## config.mk

```make
export PLATFORM = sky130hd
export DESIGN_NAME = dsp_mac_seq_flat
export DESIGN_NICKNAME = d
export VERILOG_FILES = /design/src/rtl/dsp_ctrl_pkg.sv /design/src/rtl/dsp_mac_seq_if.sv /design/src/rtl/dsp_tag_pipe.sv /design/src/rtl/dsp_mac_seq.sv /design/src/flat_wrapper.sv
export SDC_FILE = /design/constraint.sdc
export NUM_CORES = 1
export LEC_CHECK = 0
export ABC_CLOCK_PERIOD_IN_PS = 6100
export BUFFER_PORTS_ARGS = -buffer_cell sky130_fd_sc_hd__buf_4
export CAP_MARGIN = 30
export CORE_ASPECT_RATIO = 0.8
export CORE_MARGIN = 2
export CORE_UTILIZATION = 44
export DETAILED_ROUTE_END_ITERATION = 10
export GPL_TIMING_DRIVEN = 0
export PLACE_DENSITY = 0.9
export REMOVE_ABC_BUFFERS = 1
export SYNTH_ARGS = -nofsm -noshare
export SYNTH_HDL_FRONTEND = slang
export SYNTH_SLANG_ARGS = --single-unit
export TNS_END_PERCENT = 10
```

## constraint.sdc

```tcl
create_clock -name clk -period 6.1 [get_ports clk]
set_input_delay 0.305 -clock clk [delete_from_list [all_inputs] [get_ports clk]]
set_output_delay 0.305 -clock clk [all_outputs]
set_load 0.1 [all_outputs]
```

## src/rtl/dsp_ctrl_pkg.sv

```systemverilog
// Shared state encoding and DSP-slice OPMODE codes for the dsp_mac_seq sequencer.
package dsp_ctrl_pkg;

  typedef enum logic [1:0] {
    IDLE   = 2'd0,
    RUN    = 2'd1,
    DRAIN  = 2'd2,
    RESULT = 2'd3
  } state_t;

  localparam logic [7:0] OPM_LOAD = 8'h01;
  localparam logic [7:0] OPM_ACC  = 8'h09;
  localparam logic [7:0] OPM_HOLD = 8'h08;

  // Bit 7 turns the slice post-adder into Z - (X+Y); carry-in bits 4..6 stay 0.
  function automatic logic [7:0] opm_with_sign(input logic [7:0] code, input logic neg);
    logic [7:0] r;
    r    = code;
    r[7] = neg;
    return r;
  endfunction

endpackage

```

## src/rtl/dsp_mac_seq_if.sv

```systemverilog
// Host-side bundle of dsp_mac_seq: command, operand stream and result handshake.
interface dsp_mac_seq_if #(
  parameter int LEN_W = 8
);
  logic                    start;
  logic [LEN_W-1:0]        len;
  logic                    busy;
  logic                    in_valid;
  logic                    in_ready;
  logic signed [17:0]      in_a;
  logic signed [17:0]      in_b;
  logic                    res_valid;
  logic                    res_ready;
  logic [47:0]             res_data;

  modport master (
    output start, len, in_valid, in_a, in_b, res_ready,
    input  busy, in_ready, res_valid, res_data
  );

  modport slave (
    input  start, len, in_valid, in_a, in_b, res_ready,
    output busy, in_ready, res_valid, res_data
  );
endinterface

```

## src/rtl/dsp_tag_pipe.sv

```systemverilog
// Delay line that aligns each OPMODE code with its operands inside the DSP slice.
module dsp_tag_pipe
  import dsp_ctrl_pkg::*;
#(
  parameter int DEPTH = 2
) (
  input  logic       clk,
  input  logic       rst_n,
  input  logic [7:0] code_i,
  output logic [7:0] code_o
);

  logic [7:0] stage_q [DEPTH];

  // Reset refills every stage with HOLD so abandoned codes never reach the slice.
  always_ff @(posedge clk) begin
    if (!rst_n) begin
      for (int i = 0; i < DEPTH; i++) stage_q[i] <= OPM_HOLD;
    end else begin
      stage_q[0] <= code_i;
      for (int i = 1; i < DEPTH; i++) stage_q[i] <= stage_q[i-1];
    end
  end

  assign code_o = stage_q[DEPTH-1];

endmodule

```

## src/rtl/dsp_mac_seq.sv

```systemverilog
// Dot-product sequencer feeding an external DSP slice (A1/B1/M/OPMODE regs = 1).
// Optional feature: define DSP_MAC_SUB_EN to add the `sub` port (P = 0 - sum(A*B)).
module dsp_mac_seq
  import dsp_ctrl_pkg::*;
#(
  parameter int OPM_DLY = 2,
  parameter int LEN_W   = 8
) (
  input  logic         clk,
  input  logic         rst_n,
  dsp_mac_seq_if.slave host,
  output logic [17:0]  dsp_a,
  output logic [17:0]  dsp_b,
  output logic [7:0]   dsp_opmode,
  input  logic [47:0]  dsp_p
`ifdef DSP_MAC_SUB_EN
  ,
  input  logic         sub
`endif
);

  localparam int DRN_W = $clog2(OPM_DLY + 1);

  state_t           state_q, state_d;
  logic [LEN_W-1:0] cnt_q, cnt_d;
  logic [LEN_W-1:0] len_q, len_d;
  logic             sub_q, sub_d;
  logic [DRN_W-1:0] drn_q, drn_d;
  logic [17:0]      a_q, b_q;
  logic             accept_s, last_s, sub_in_s;
  logic [7:0]       code_s;

`ifdef DSP_MAC_SUB_EN
  assign sub_in_s = sub;
`else
  assign sub_in_s = 1'b0;
`endif

  assign accept_s = (state_q == RUN) && host.in_valid;
  assign last_s   = accept_s && ((cnt_q + LEN_W'(1)) == len_q);

  // Next-state: DRAIN lasts OPM_DLY+1 cycles so the final product has left P.
  always_comb begin
    state_d = state_q;
    cnt_d   = cnt_q;
    len_d   = len_q;
    sub_d   = sub_q;
    drn_d   = drn_q;
    case (state_q)
      IDLE: begin
        if (host.start && (host.len != '0)) begin
          state_d = RUN;
          len_d   = host.len;
          cnt_d   = '0;
          sub_d   = sub_in_s;
        end else begin
          state_d = IDLE;
        end
      end
      RUN: begin
        if (accept_s) begin
          cnt_d = cnt_q + LEN_W'(1);
          if (last_s) begin
            state_d = DRAIN;
            drn_d   = '0;
          end else begin
            state_d = RUN;
          end
        end else begin
          state_d = RUN;
        end
      end
      DRAIN: begin
        if (drn_q == DRN_W'(OPM_DLY)) begin
          state_d = RESULT;
        end else begin
          drn_d = drn_q + DRN_W'(1);
        end
      end
      RESULT: begin
        if (host.res_ready) begin
          state_d = IDLE;
        end else begin
          state_d = RESULT;
        end
      end
      default: state_d = IDLE;
    endcase
  end

  // Code entering the delay line: LOAD/ACC on acceptance, HOLD on every other cycle.
  always_comb begin
    if (accept_s) begin
      code_s = opm_with_sign((cnt_q == '0) ? OPM_LOAD : OPM_ACC, sub_q);
    end else if (state_q == IDLE) begin
      code_s = OPM_HOLD;
    end else begin
      code_s = opm_with_sign(OPM_HOLD, sub_q);
    end
  end

  // State, counters and the zero-when-idle operand registers.
  always_ff @(posedge clk) begin
    if (!rst_n) begin
      state_q <= IDLE;
      cnt_q   <= '0;
      len_q   <= '0;
      sub_q   <= 1'b0;
      drn_q   <= '0;
      a_q     <= 18'd0;
      b_q     <= 18'd0;
    end else begin
      state_q <= state_d;
      cnt_q   <= cnt_d;
      len_q   <= len_d;
      sub_q   <= sub_d;
      drn_q   <= drn_d;
      a_q     <= accept_s ? host.in_a : 18'd0;
      b_q     <= accept_s ? host.in_b : 18'd0;
    end
  end

  dsp_tag_pipe #(.DEPTH(OPM_DLY)) u_tag_pipe (
    .clk    (clk),
    .rst_n  (rst_n),
    .code_i (code_s),
    .code_o (dsp_opmode)
  );

  assign dsp_a          = a_q;
  assign dsp_b          = b_q;
  assign host.in_ready  = (state_q == RUN);
  assign host.busy      = (state_q != IDLE);
  assign host.res_valid = (state_q == RESULT);
  assign host.res_data  = (state_q == RESULT) ? dsp_p : 48'd0;

endmodule

```

## src/flat_wrapper.sv

```systemverilog
// flat-port wrapper written by rule: the top's interface ports become plain ports
module dsp_mac_seq_flat import dsp_ctrl_pkg::*;
#(
  parameter int OPM_DLY = 2,
  parameter int LEN_W   = 8
)
  (clk, rst_n, dsp_a, dsp_b, dsp_opmode, dsp_p, host_start, host_len, host_in_valid, host_in_a, host_in_b, host_res_ready, host_busy, host_in_ready, host_res_valid, host_res_data);
  dsp_mac_seq_if #(.LEN_W(LEN_W)) host_i ();
  input  logic clk;
  input  logic rst_n;
  output logic [17:0] dsp_a;
  output logic [17:0] dsp_b;
  output logic [7:0] dsp_opmode;
  input  logic [47:0] dsp_p;
  input wire logic [$bits(host_i.start)-1:0] host_start;
  input wire logic [$bits(host_i.len)-1:0] host_len;
  input wire logic [$bits(host_i.in_valid)-1:0] host_in_valid;
  input wire logic [$bits(host_i.in_a)-1:0] host_in_a;
  input wire logic [$bits(host_i.in_b)-1:0] host_in_b;
  input wire logic [$bits(host_i.res_ready)-1:0] host_res_ready;
  output wire logic [$bits(host_i.busy)-1:0] host_busy;
  output wire logic [$bits(host_i.in_ready)-1:0] host_in_ready;
  output wire logic [$bits(host_i.res_valid)-1:0] host_res_valid;
  output wire logic [$bits(host_i.res_data)-1:0] host_res_data;
  assign host_i.start = host_start;
  assign host_i.len = host_len;
  assign host_i.in_valid = host_in_valid;
  assign host_i.in_a = host_in_a;
  assign host_i.in_b = host_in_b;
  assign host_i.res_ready = host_res_ready;
  assign host_busy = host_i.busy;
  assign host_in_ready = host_i.in_ready;
  assign host_res_valid = host_i.res_valid;
  assign host_res_data = host_i.res_data;
  dsp_mac_seq #(.OPM_DLY(OPM_DLY), .LEN_W(LEN_W)) u_core (.clk(clk), .rst_n(rst_n), .host(host_i), .dsp_a(dsp_a), .dsp_b(dsp_b), .dsp_opmode(dsp_opmode), .dsp_p(dsp_p));
endmodule
```

# [Word-level counts from Yosys, hierarchy flattened]
# Memory sizes are Yosys's and may differ from the RTL's.
# Cells that the tools add are included.
[word_totals] reg_bits=56 ram_bits=16 input_bits=97 output_inout_bits=95 word_cells=54 mem_count=1
[mem_list] memory="u_core.u_tag_pipe.stage_q" words=2 width=8 read_ports=2 rd_ports_with_merged_regs=0 write_ports=2 line_no="dsp_tag_pipe.sv:13" text="logic [7:0] stage_q [DEPTH];"
[op_classes] addsub=2 eq_ne=10 n_mux=20 n_bitwise=2 n_reduce_logical=13
[ops] op="$mux 48" count=1
[ops] op="$mux 8" count=4
[ops] op="$pmux 8 s2" count=1
[ops] op="$mux 2" count=7
[ops] op="$add 8x1->8 const B" count=1
[ops] op="$eq 8x8->1" count=1
[ops] op="$logic_not 8->1" count=1
[ops] op="$ne 2x1->1 const B" count=4
[ops] op="$pmux 2 s4" count=1
[ops] op="$reduce_bool 8->1" count=1
[ops] op="$mux 7" count=1
[ops] op="$eq 2x2->1 const B" count=3
[ops] op="$reduce_bool 2->1" count=3
[ops] op="$mux 4" count=1
[ops] op="$pmux 2 s2" count=1
[ops] op="$reduce_and 2->1" count=2
[ops] op="$reduce_and 4->1" count=1
[ops] op="$logic_and 1x1->1" count=3
[ops] op="$mux 1" count=3
[ops] op="$reduce_and 3->1" count=1
[ops] op="$add 2x1->2 const B" count=1
[ops] op="$eq 2x1->1 const B" count=1
[ops] op="$logic_not 2->1" count=1
[ops] op="$ne 2x2->1 const B" count=1
[ops] op="$or 1x1->1" count=2

# [Logic depth before layout (Yosys ltp)]
# Gate-level depths: netlist (run 1).
[depth] ltp_word=6 depth_mapped=9 mapped_depth_nobuf=8

# [Cells and area by module]
# Synthesis (run 1) repeated with hierarchy kept, for this count alone.
[unflattened] hier_cells=333 hier_area_um2=3094.2
[by_module_without_submodules] mod="dsp_mac_seq" n_inst=1 cells_each=292 area_per_inst_um2=2590.0 seq_area_each_um2=1121.1
[by_module_without_submodules] mod="dsp_tag_pipe" n_inst=1 cells_each=41 area_per_inst_um2=504.2 seq_area_each_um2=320.3

# [Worst setup path after synthesis (run 1)]
# Ideal clock, no wire load.
[synth_timing] path_kind="register -> register" startpoint="reg u_core.state_q[0]" endpoint="reg u_core.drn_q[1]" setup_ns=0.117 arrival_ns=2.819 setup_slack_ns=3.164 path_stages_with_launch=7 n_path_buf=1 period_less_slack_ns=2.936 path_cell_list="dfxtp_1 -> buf_2 -> nor2b_1 -> nand2_1 -> o21ai_0 -> a21bo_1 -> a32o_2"
[synth_via] elab_chain_len=5
[synth_rtl] element="start: declaration" line_no="dsp_mac_seq.sv:24" text="state_t state_q, state_d;"
[synth_rtl] element="start signal: assignment" line_no="dsp_mac_seq.sv:113" text="state_q <= state_d;"
[synth_rtl] element="$eq 2x1->1 *"
[synth_rtl] element="net host_in_ready" line_no="flat_wrapper.sv:22" text="output wire logic [$bits(host_i.in_ready)-1:0] host_in_ready;"
[synth_rtl] element="$logic_and 1x1->1" line_no="dsp_mac_seq.sv:39" text="assign accept_s = (state_q == RUN) && host.in_valid;"
[synth_rtl] element="$logic_and 1x1->1" line_no="dsp_mac_seq.sv:40" text="assign last_s = accept_s && ((cnt_q + LEN_W'(1)) == len_q);"
[synth_rtl] element="$ne 2x1->1 (no line)"
[synth_rtl] element="$reduce_and 4->1 (no line)"
[synth_rtl] element="end signal: assignment" line_no="dsp_mac_seq.sv:117" text="drn_q <= drn_d;"
[synth_rtl] element="end: declaration" line_no="dsp_mac_seq.sv:28" text="logic [DRN_W-1:0] drn_q, drn_d;"
# Mark *: on every way through the listed nets, which the timed path passes. The rest lies on a longest branch.
# A chain may end at the register's enable or synchronous reset.

# [Final worst setup path (run 1)]
[layout_timing] startpoint="reg u_core.state_q[0]" endpoint="reg u_core.drn_q[1]"
[layout_via] elab_chain_len=5
[layout_rtl] element="$eq 2x1->1" line_no="dsp_mac_seq.sv:39, dsp_mac_seq.sv:49"
[layout_rtl] element="$logic_and 1x1->1" line_no="dsp_mac_seq.sv:39"
[layout_rtl] element="$logic_and 1x1->1" line_no="dsp_mac_seq.sv:40"
[layout_rtl] element="$ne 2x1->1 (no line)"
[layout_rtl] element="$reduce_and 4->1 (no line)"
# Several ways; a longest one is shown, not always the timed one.

==> flow_summary_export.csv, run 1 <==
group,metric,value,unit
clocking,cts.sinks,60,
hold_path,hp-class,"in -> reg",
global_route,grt_max_degree,61,
drt,vias_per_cell,4.91,
yosys,postSynthCellCount,310,
drt,vias,2763,
yosys,ys_ff_latch,60,
yosys,synth-seq-area-share,44.5,%
clocking,numCtsBuffers,9,
clocking,clock_latency,0.33,ns
floorplan,die_w,91.6,um
drt,drt_iter0_drc,171,
clocking,path_clk_slew,0.07,ns
worst_setup_path,slowest_stage,"dfxtp_1",
worst_setup_path,endpoint_kind,"flip-flop",
worst_setup_path,crit_arrival,2.78,ns
sta,skew,0.00586,ns
power_and_ir_drop,ir_drop,0.246,mV
cells_and_area,nets,577,
sta,period_share,42.0,%
worst_setup_path,path_cells,"and3b_1 > nand3_4 > nor3_1 > o311ai_1 > a21bo_1 > a32o_2",
floorplan,die_h,74.1,um
worst_setup_path,worstPathRequired,6.32,ns
sta,hold_violations,0,
placed_design,place.gp.congestion,0.917,
drt,ant_nets,0,
clocking,clockBufferDepth,2,
sta,worst_pin_slew,0.702,ns
yosys,synthArstFlopShare,0,%
sta,slew_viol_final,0,
floorplan,rows,25,
placed_design,dp_hpwl,6230,um
global_route,grt_pass1_vias,2525,
power_and_ir_drop,p_per_area,246,mW/mm^2
yosys,postSynthAreaPerCell,8.71,um^2
cells_and_area,synthToLayoutAreaGrowth,60.4,%
clocking,post_cts_buffers,0,
worst_setup_path,worst_setup_path_start_kind,"flip-flop",
clocking,cts_tree,"yes",
clocking,cts_root_buf,"clkbuf_8",
worst_setup_path,crit_path_max_incr_delay,0.77,ns
yosys,synth_edf_count,0,
cells_and_area,layout-drive-gt1-share,43.8,%
sta,maxSlewHeadroom,53.2,%
floorplan,core_area,0.00591,mm^2
drt,avgRoutedWirePerCell,14.3,um
cells_and_area,diodes,0,
global_route,grt_use_total,23.0,%
worst_setup_path,cp_max_fo,28,
floorplan,fp.dieArea,0.00679,mm^2
clocking,cts_max_level,3,
worst_setup_path,worst-path-buf-inv,0,
global_route,grt_pass1_wl,12400,um
drt,drt-total-wl,8060,um
clocking,postCtsResizedCells,0,
yosys,synth_top_flop_cell,"dfxtp_1",
sta,fin_crit,2.56,ns
yosys,yosys_warnings,0,
power_and_ir_drop,power.leakage,2.39,nW
global_route,antenna_found_initial,0,
global_route,gr-total-overflow,0,
sta,setup_tns,0,ns
outcome,outcome,"completed",
yosys,ys_types,43,
sta,clock.fmax,391,MHz
sta,rsz0062_at_grt,"no",
worst_setup_path,crit_family,"simple AND/OR/NAND/NOR gates",
yosys,syn-cell-area,0.00270,mm^2
floorplan,io_pins,192,
placed_design,io_buffers,185,
run,drv_cap,0,
worst_setup_path,critPathKind,"reg -> reg",
floorplan,initial_core_util,45.7,%
drt,drt-pass1-iter-count,4,
clocking,cts_hold_buf,0,
sta,setup_viol,0,
cells_and_area,fin_util,73.3,%
drt,drc,0,
stage by stage:
stage          area [um^2]  total power [mW]  instances  setup slack [ns]  hold slack [ns]
5_1_grt               4330              1.10        563              3.33            0.192
4_1_cts               4330              1.07        563              3.55            0.196
6_report              4330              1.07        563              3.54            0.204
3_5_place_dp          4070             0.612        547              3.62            0.402
2_1_floorplan         2520             0.531        278              2.34            0.378
3_3_place_gp          4010             0.603        544              2.74            0.397
path summary, 6_finish.rpt:
| kind | start | cells past startpoint | slack, ns | endpoint |
|---|---|---|---|---|
| max | u_core.state_q[0] | 6 | 3.54 | u_core.drn_q[1] |
| max reg2reg | u_core.state_q[0] | 6 | 3.54 | u_core.drn_q[1] |
| min | host_in_a[6] | 2 | 0.20 | u_core.dsp_a[6] |
| min reg2reg | u_core.u_tag_pipe.stage_q[0][3] | 1 | 0.41 | u_core.u_tag_pipe.stage_q[0][11] |
state kept, by name, summed over array words and instances (netlist names):
name / count
u_core.dsp_b: 18
u_core.drn_q: 2
u_core.state_q: 2
u_core.len_q: 8
u_core.cnt_q: 8
u_core.u_tag_pipe.stage_q: 4
u_core.dsp_a: 18
report_power, final:
| part | total (mW) | switching, mW | internal [mW] |
|---|---|---|---|
| combinational | 0.192 | 0.123 | 0.0694 |
| sequential | 0.412 | 0.00933 | 0.403 |
| clock | 0.462 | 0.151 | 0.312 |
cells by family after synthesis:
family	Yosys count	share of synthesized area, %
AND/OR/NAND/NOR	160	34.2
flip-flops	60	44.5
buffers and inverters	43	8.20
AO/OA/AOI/OAI	32	8.01
XOR/XNOR	11	3.57
adder cells (fa/ha/maj)	3	1.39
other	1	0.139
layout make-up:
type	instances	area, um^2
inverter	6	22.5
fill	449	1580
clock inverter	7	139
timing repair buffer	188	1450
multi-input combinational	212	1300
sequential	60	1200
clock buffer	9	124
tap	81	101
synthesized netlist by cell type, drive strengths merged (2+ instances only):
| library cell | number | area, um^2 |
|---|---|---|
| nor2b | 6 | 37.5 |
| nor4 | 4 | 25.0 |
| xnor2 | 8 | 70.1 |
| xor2 | 3 | 26.3 |
| buf | 15 | 116 |
| dfxtp | 60 | 1200 |
| inv | 6 | 22.5 |
| o21a | 2 | 15.0 |
| and2 | 5 | 31.3 |
| a21oi | 6 | 30.0 |
| nand2 | 23 | 88.8 |
| nor2 | 10 | 40.0 |
| o21ai | 7 | 35.0 |
| a21boi | 9 | 67.6 |
| and3 | 87 | 546 |
| nand3 | 15 | 92.6 |
| ha | 3 | 37.5 |
| nor3 | 4 | 20.0 |
| clkbuf | 22 | 82.6 |
layer usage:
| layer | vias up | part of all wire [%] | wire length, um | GRT usage, % |
|---|---|---|---|---|
| met5 | - | 0 | 0 | 0 |
| met4 | 0 | 2.2 | 176 | 9.26 |
| met3 | 15 | 3.7 | 296 | 4.86 |
| met2 | 70 | 53 | 4240 | 38.7 |
| met1 | 1291 | 42 | 3350 | 29.4 |
| li1 | 1387 | - | - | - |
layout by cell type (no fill, tap or decap), types with 2 or more instances in the layout:
master     instances
buf_4            185
and3_1            86
dfxtp_1           60
nand2_1           22
nand3_1           13
nor2_1             9
a21boi_1           9
clkbuf_8           9
xnor2_1            8
nor2b_1            6
a21oi_1            6
conb_1             6
inv_1              5
and2_1             5
nor4_1             4
o21ai_1            4
nor3_1             4
bufinv_16          4
o21ai_0            3
xor2_1             3
ha_1               3
o21a_1             2
clkinv_2           2
buf_8              2
Note: power is estimated with default switching activity, not from simulation.
==> inputs of run 2 (changes only) <==
Settings changed: ABC_AREA set to 1, ABC_CLOCK_PERIOD_IN_PS 6100 to 2100, CORE_UTILIZATION 44 to 37, PLACE_DENSITY 0.9 to 0.81.
Clock period 6.1 ns to 2.1 ns, I/O delays scaled along.
==> run 2 against run 1 <==
Effect of this change: first-iteration DRC count is 26% lower; cell area increased by 11%; wire length grew 11%; clock-buffer cell count is 1 higher; global-route usage is 2.2 points lower; flip-flop and latch count unchanged; largest power group is now registers; clock skew is 0.0086 ns higher; die area rose by 22%; maximum frequency rose by 38%; largest cell class unchanged.
==> flow_summary_export.csv, run 2 <==
group,metric,value,unit
sta,hold_ws,0.0142,ns
yosys,synth_top_area_cell,"dfxtp_1",
placed_design,dp_hpwl,6060,um
placed_design,place.gp.congestion,0.872,
global_route,gr-total-overflow,0,
power_and_ir_drop,p_int,2.08,mW
sta,setup_tns,0,ns
global_route,antenna_found_initial,0,
hold_path,hp-class,"in -> reg",
cells_and_area,final_cells,732,
sta,maxSlewHeadroom,61.3,%
worst_setup_path,cp_max_fo,5,
yosys,yosysMostFrequentCell,"inv_1",
drt,vias_per_cell,4.29,
power_and_ir_drop,p_switching,0.867,mW
clocking,clock_latency,0.34,ns
sta,clock.fmax,538,MHz
power_and_ir_drop,switching_share,29.4,%
outcome,outcome,"completed",
sta,fin_crit,1.86,ns
worst_setup_path,worst_setup_path_start_kind,"flip-flop",
yosys,postSynthCellCount,418,
placed_design,place_inst,680,
yosys,synth_top_area_share,43.0,%
worst_setup_path,critPathKind,"reg -> reg",
clocking,cts_tree,"yes",
floorplan,die_h,81.7,um
floorplan,fp.dieArea,0.00826,mm^2
sta,hold_violations,0,
floorplan,core_area,0.00736,mm^2
power_and_ir_drop,power.leakage,2.70,nW
cells_and_area,nets,737,
power_and_ir_drop,ir_drop,0.600,mV
placed_design,io_buffers,185,
yosys,synth_top_flop_cell,"dfxtp_1",
clocking,cts_max_level,3,
floorplan,die_w,101,um
cells_and_area,final_cell_mix,"buf_4 (185), inv_1 (110), nor2_1 (101)",
yosys,synthArstFlopShare,0,%
power_and_ir_drop,p_comb_share,20.7,%
yosys,ys_top_cells_by_area,"dfxtp_1 (43%), inv_1 (15%), nor2_1 (14%)",
worst_setup_path,crit_arrival,2.09,ns
sta,period_share,88.4,%
floorplan,initial_core_util,38.0,%
power_and_ir_drop,p_per_area,614,mW/mm^2
sta,slew_viol_final,0,
yosys,synthTopCellsByCount,"inv_1 (110), nor2_1 (101), dfxtp_1 (60), nand2_1 (48), nand3_1 (19)",
sta,rsz0062_at_grt,"no",
global_route,grt_pass1_vias,2957,
floorplan,rows,28,
cells_and_area,layout-drive-gt1-share,35.4,%
drt,avgRoutedWirePerCell,12.2,um
yosys,ys_types,27,
clocking,path_clk_slew,0.07,ns
drt,ant_nets,0,
drt,drt-total-wl,8940,um
floorplan,io_pins,192,
yosys,syn-cell-area,0.00279,mm^2
yosys,ys_ff_latch,60,
cells_and_area,synthToLayoutAreaGrowth,71.8,%
cells_and_area,fillCellCount,582,
global_route,grt_use_total,20.8,%
yosys,yosys_warnings,0,
power_and_ir_drop,clkPwrFrac,38.7,%
yosys,postSynthAreaPerCell,6.68,um^2
cells_and_area,diodes,0,
yosys,synth-seq-area-share,43.0,%
power_and_ir_drop,p_seq_share,40.6,%
yosys,synth_edf_count,0,
global_route,grt_pass1_wl,13300,um
worst_setup_path,worstPathRequired,2.34,ns
sta,worst_pin_slew,0.580,ns
cells_and_area,final_common_cell,"buf_4",
clocking,cts_root_buf,"clkbuf_8",
sta,skew,0.0144,ns
clocking,clockBufferDepth,2,
clocking,numCtsBuffers,9,
drt,drt_iter0_drc,127,
run,drv_cap,0,
drt,drc,0,
sta,setup_viol,0,
worst_setup_path,endpoint_kind,"flip-flop",
drt,vias,3143,
global_route,grt_max_degree,37,
cells_and_area,fin_util,65.2,%
clocking,cts.sinks,60,
drt,drt-pass1-iter-count,4,
[run 2: cell count changes in the layout (fill, tap and decap cells not counted), sizes merged, moves of 5 or more]
cell / change
dlygate4sd3: +36
nor2: +99
a21boi: -9
nor2b: -6
nand3: +9
xnor2: -7
and2: -5
and3: -87
nand2: +30
inv: +107
a21oi: +11
[run 2: metal layers]
metal	global-route usage (%)	routed length [um]	vias up
met2	35.9	4510	116
met4	7.03	153	0
met5	0	0	-
li1	-	-	1622
met3	8.17	767	18
met1	23.6	3510	1387
[run 2: worst max-delay path, stage by stage, from the launching register on]
cell and delay (ns):
dfxtp_1 0.40, inv_1 0.15, ha_1 0.35, xnor2_1 0.14, nand3_1 0.09, nor2_1 0.10
nand2_1 0.06, nor2_2 0.10, nand3_2 0.12, nand2_4 0.09, nand3_1 0.06, nand2_1 0.06
nor2_1 0.04
[run 2: layout make-up]
class,instances,area (um^2),area share [%]
Clock buffer,10,128,2.66
Clock inverter,6,88.8,1.85
Inverter,114,428,8.92
Multi-Input combinational cell,230,1060,22.1
Sequential cell,60,1200,25.0
Tap cell,90,113,2.35
Timing Repair Buffer,222,1780,37.0
[run 2: worst paths after layout]
| path | startpoint | to | slack (ns) | cells past startpoint |
|---|---|---|---|---|
| max reg2reg | u_core.cnt_q[0] | u_core.drn_q[0] | 0.24 | 12 |
| min | host_len[4] | u_core.len_q[4] | 0.01 | 3 |
| max | u_core.cnt_q[0] | u_core.drn_q[0] | 0.24 | 12 |
| min reg2reg | u_core.u_tag_pipe.stage_q[0][0] | u_core.u_tag_pipe.stage_q[0][8] | 0.42 | 2 |
[run 2: what timing repair did]
item	CTS	global route
hold endpoints to repair	36	0
endpoints found under the setup margin	0	31
hold buffers	36	0
setup buffers	0	0
gates resized for setup	0	1
[run 2: kinds of logic (layout without fill, tap and decap cells)]
logic type / Yosys count / in the layout / synth area share [%]
buffers and inverters: 133 / 352 / 19.7
adders and majority gates: 3 / 3 / 1.34
other: 1 / 6 / 0.134
AOI/OAI and AO/OA: 27 / 27 / 4.88
DFF: 60 / 60 / 43.0
xor gates and xnor gates: 1 / 1 / 0.314
and+or+nand+nor: 193 / 193 / 30.6
[run 2: power groups by stage]
stage	sequential (mW)	combinational, mW	clock [mW]
2_1_floorplan	1.34	0.216	0
3_3_place_gp	1.22	0.538	0
3_5_place_dp	1.22	0.548	0
4_1_cts	1.19	0.602	1.16
5_1_grt	1.20	0.649	1.21
6_report	1.20	0.610	1.14
[run 2: metrics by stage]
step                worst slack (ns)  power (mW)  instance area, um^2
floorplan                     -0.487        1.55                 2690
global placement               0.113        1.76                 4190
detailed placement             0.227        1.77                 4220
CTS                           0.0585        2.96                 4790
global route                  0.0461        3.06                 4800
finish                         0.243        2.95                 4800
==> inputs of run 3 (changes only) <==
Settings changed: ABC_CLOCK_PERIOD_IN_PS 2100 to 1500.
Clock period 2.1 ns to 1.5 ns, I/O delays scaled along.
==> run 3 against run 2 <==
Effect of this change: the flow now finishes with violations (negative setup slack); flip-flop and latch count stayed put; highest routed layer unchanged; sequential share of layout area is 2.8 points lower; global-route usage is 1.1 points higher; critical path type unchanged; clock skew is 0.0012 ns lower.
==> flow_summary_export.csv, run 3 (same netlist as run 2, synthesis figures left out) <==
group,metric,value,unit
drt,drt-pass1-iter-count,4,
global_route,antenna_found_initial,0,
cells_and_area,layout-drive-gt1-share,44.4,%
global_route,grt_pass1_vias,3080,
drt,drt_iter0_drc,147,
power_and_ir_drop,power.leakage,2.87,nW
placed_design,io_buffers,185,
outcome,outcome,"complete, but fails checks",
floorplan,die_h,81.7,um
clocking,numCtsBuffers,9,
placed_design,dp_hpwl,6060,um
power_and_ir_drop,p_seq_share,39.7,%
cells_and_area,fin_util,74.7,%
drt,ant_nets,0,
global_route,grt_use_total,21.9,%
cells_and_area,final_cells,746,
cells_and_area,final_common_cell,"buf_4",
floorplan,core_area,0.00736,mm^2
power_and_ir_drop,p_switching,1.27,mW
worst_setup_path,worstPathRequired,1.74,ns
sta,worst_slack,-0.310,ns
cells_and_area,synthToLayoutAreaGrowth,96.7,%
cells_and_area,diodes,0,
drt,drc,0,
sta,skew,0.0132,ns
sta,fin_crit,1.81,ns
power_and_ir_drop,clkPwrFrac,37.7,%
power_and_ir_drop,p_comb_share,22.5,%
global_route,grt_pass1_wl,14000,um
clocking,cts_max_level,3,
global_route,grt_max_degree,37,
floorplan,initial_core_util,38.0,%
worst_setup_path,endpoint_kind,"flip-flop",
placed_design,place.gp.congestion,0.872,
floorplan,rows,28,
clocking,clock_latency,0.34,ns
cells_and_area,final_cell_mix,"buf_4 (164), inv_1 (107), nor2_1 (69)",
clocking,cts_root_buf,"clkbuf_8",
power_and_ir_drop,switching_share,30.0,%
clocking,clockBufferDepth,2,
sta,rsz0062_at_grt,"yes",
global_route,gr-total-overflow,0,
sta,period_share,121,%
clocking,path_clk_slew,0.07,ns
power_and_ir_drop,p_per_area,770,mW/mm^2
drt,drt-total-wl,10700,um
sta,slew_viol_final,0,
worst_setup_path,crit_arrival,2.05,ns
cells_and_area,fillCellCount,464,
floorplan,die_w,101,um
outcome,violations,"negative setup slack",
power_and_ir_drop,p_int,2.96,mW
sta,hold_violations,0,
worst_setup_path,cp_max_fo,5,
run,drv_cap,0,
placed_design,place_inst,680,
worst_setup_path,worst_setup_path_start_kind,"flip-flop",
hold_path,hp-class,"in -> reg",
drt,vias,3326,
floorplan,fp.dieArea,0.00826,mm^2
drt,vias_per_cell,4.46,
clocking,cts.sinks,60,
sta,setup_viol,15,
drt,avgRoutedWirePerCell,14.4,um
power_and_ir_drop,ir_drop,0.752,mV
sta,clock.fmax,552,MHz
cells_and_area,nets,751,
floorplan,io_pins,192,
clocking,cts_tree,"yes",
worst_setup_path,critPathKind,"reg -> reg",
-- run 3: area by class of cell --
| type | instances | area [um^2] | area share (%) |
|---|---|---|---|
| clock buffers | 10 | 128 | 2.32 |
| well taps | 90 | 113 | 2.05 |
| flip-flops and latches | 60 | 1220 | 22.2 |
| clock inverters | 6 | 88.8 | 1.62 |
| inverters | 114 | 438 | 7.97 |
| multi-input cells | 230 | 1230 | 22.4 |
| repair buffers | 236 | 2270 | 41.4 |
-- run 3: through the flow --
step	setup TNS (ns)	setup slack (ns)	hold slack [ns]	cell area, um^2	power (mW)
5_1_grt	-6.17	-0.420	0.0504	5490	4.39
3_5_place_dp	-9.84	-0.373	0.294	4220	2.48
4_1_cts	-0.580	-0.141	0.0221	5040	4.17
3_3_place_gp	-21.61	-0.457	0.287	4190	2.46
6_report	-1.47	-0.310	0.0458	5490	4.23
2_1_floorplan	-52.74	-1.06	0.168	2690	2.18
-- run 3: power by group through the flow --
stage                     logic [mW]  clock network [mW]  registers, mW
final                          0.953                1.60           1.68
after global routing            1.01                1.69           1.68
after CTS                      0.870                1.62           1.68
after detailed placement       0.768                   0           1.71
after global placement         0.753                   0           1.71
after floorplan                0.303                   0           1.87
-- run 3: path summary, 6_finish.rpt --
kind | start | endpoint | slack (ns) | depth (start not counted)
worst max-delay path | u_core.cnt_q[1] | u_core.drn_q[0] | -0.31 | 12
worst max register to register | u_core.cnt_q[1] | u_core.drn_q[0] | -0.31 | 12
worst min-delay path | host_len[0] | u_core.len_q[0] | 0.05 | 3
worst min register to register | u_core.u_tag_pipe.stage_q[0][3] | u_core.u_tag_pipe.stage_q[0][11] | 0.42 | 1
-- run 3: what timing repair did --
item	in CTS	in global routing
hold buffers	38	0
endpoints found under the setup margin	98	87
setup buffers	3	9
pin swaps	3	6
hold endpoints to repair	38	0
resized for setup	56	105
-- run 3: critical path, cell delays in order, from the launching register on --
cell and delay [ns]:
dfxtp_4 0.40, inv_2 0.06, ha_4 0.28, xnor2_2 0.11, nand3_1 0.10, nor2_1 0.16, nand2_1 0.10, nor2_2 0.13
nand3_2 0.12, nand2_4 0.10, nand3_1 0.07, nand2_1 0.06, nor2_1 0.04
-- run 3: layer usage --
metal	GRT usage, %	up-vias	part of all wire (%)
met5	0	-	0
li1	-	1649	-
met4	7.03	0	1.8
met1	24.6	1526	36
met3	8.26	15	7.8
met2	38.6	136	54
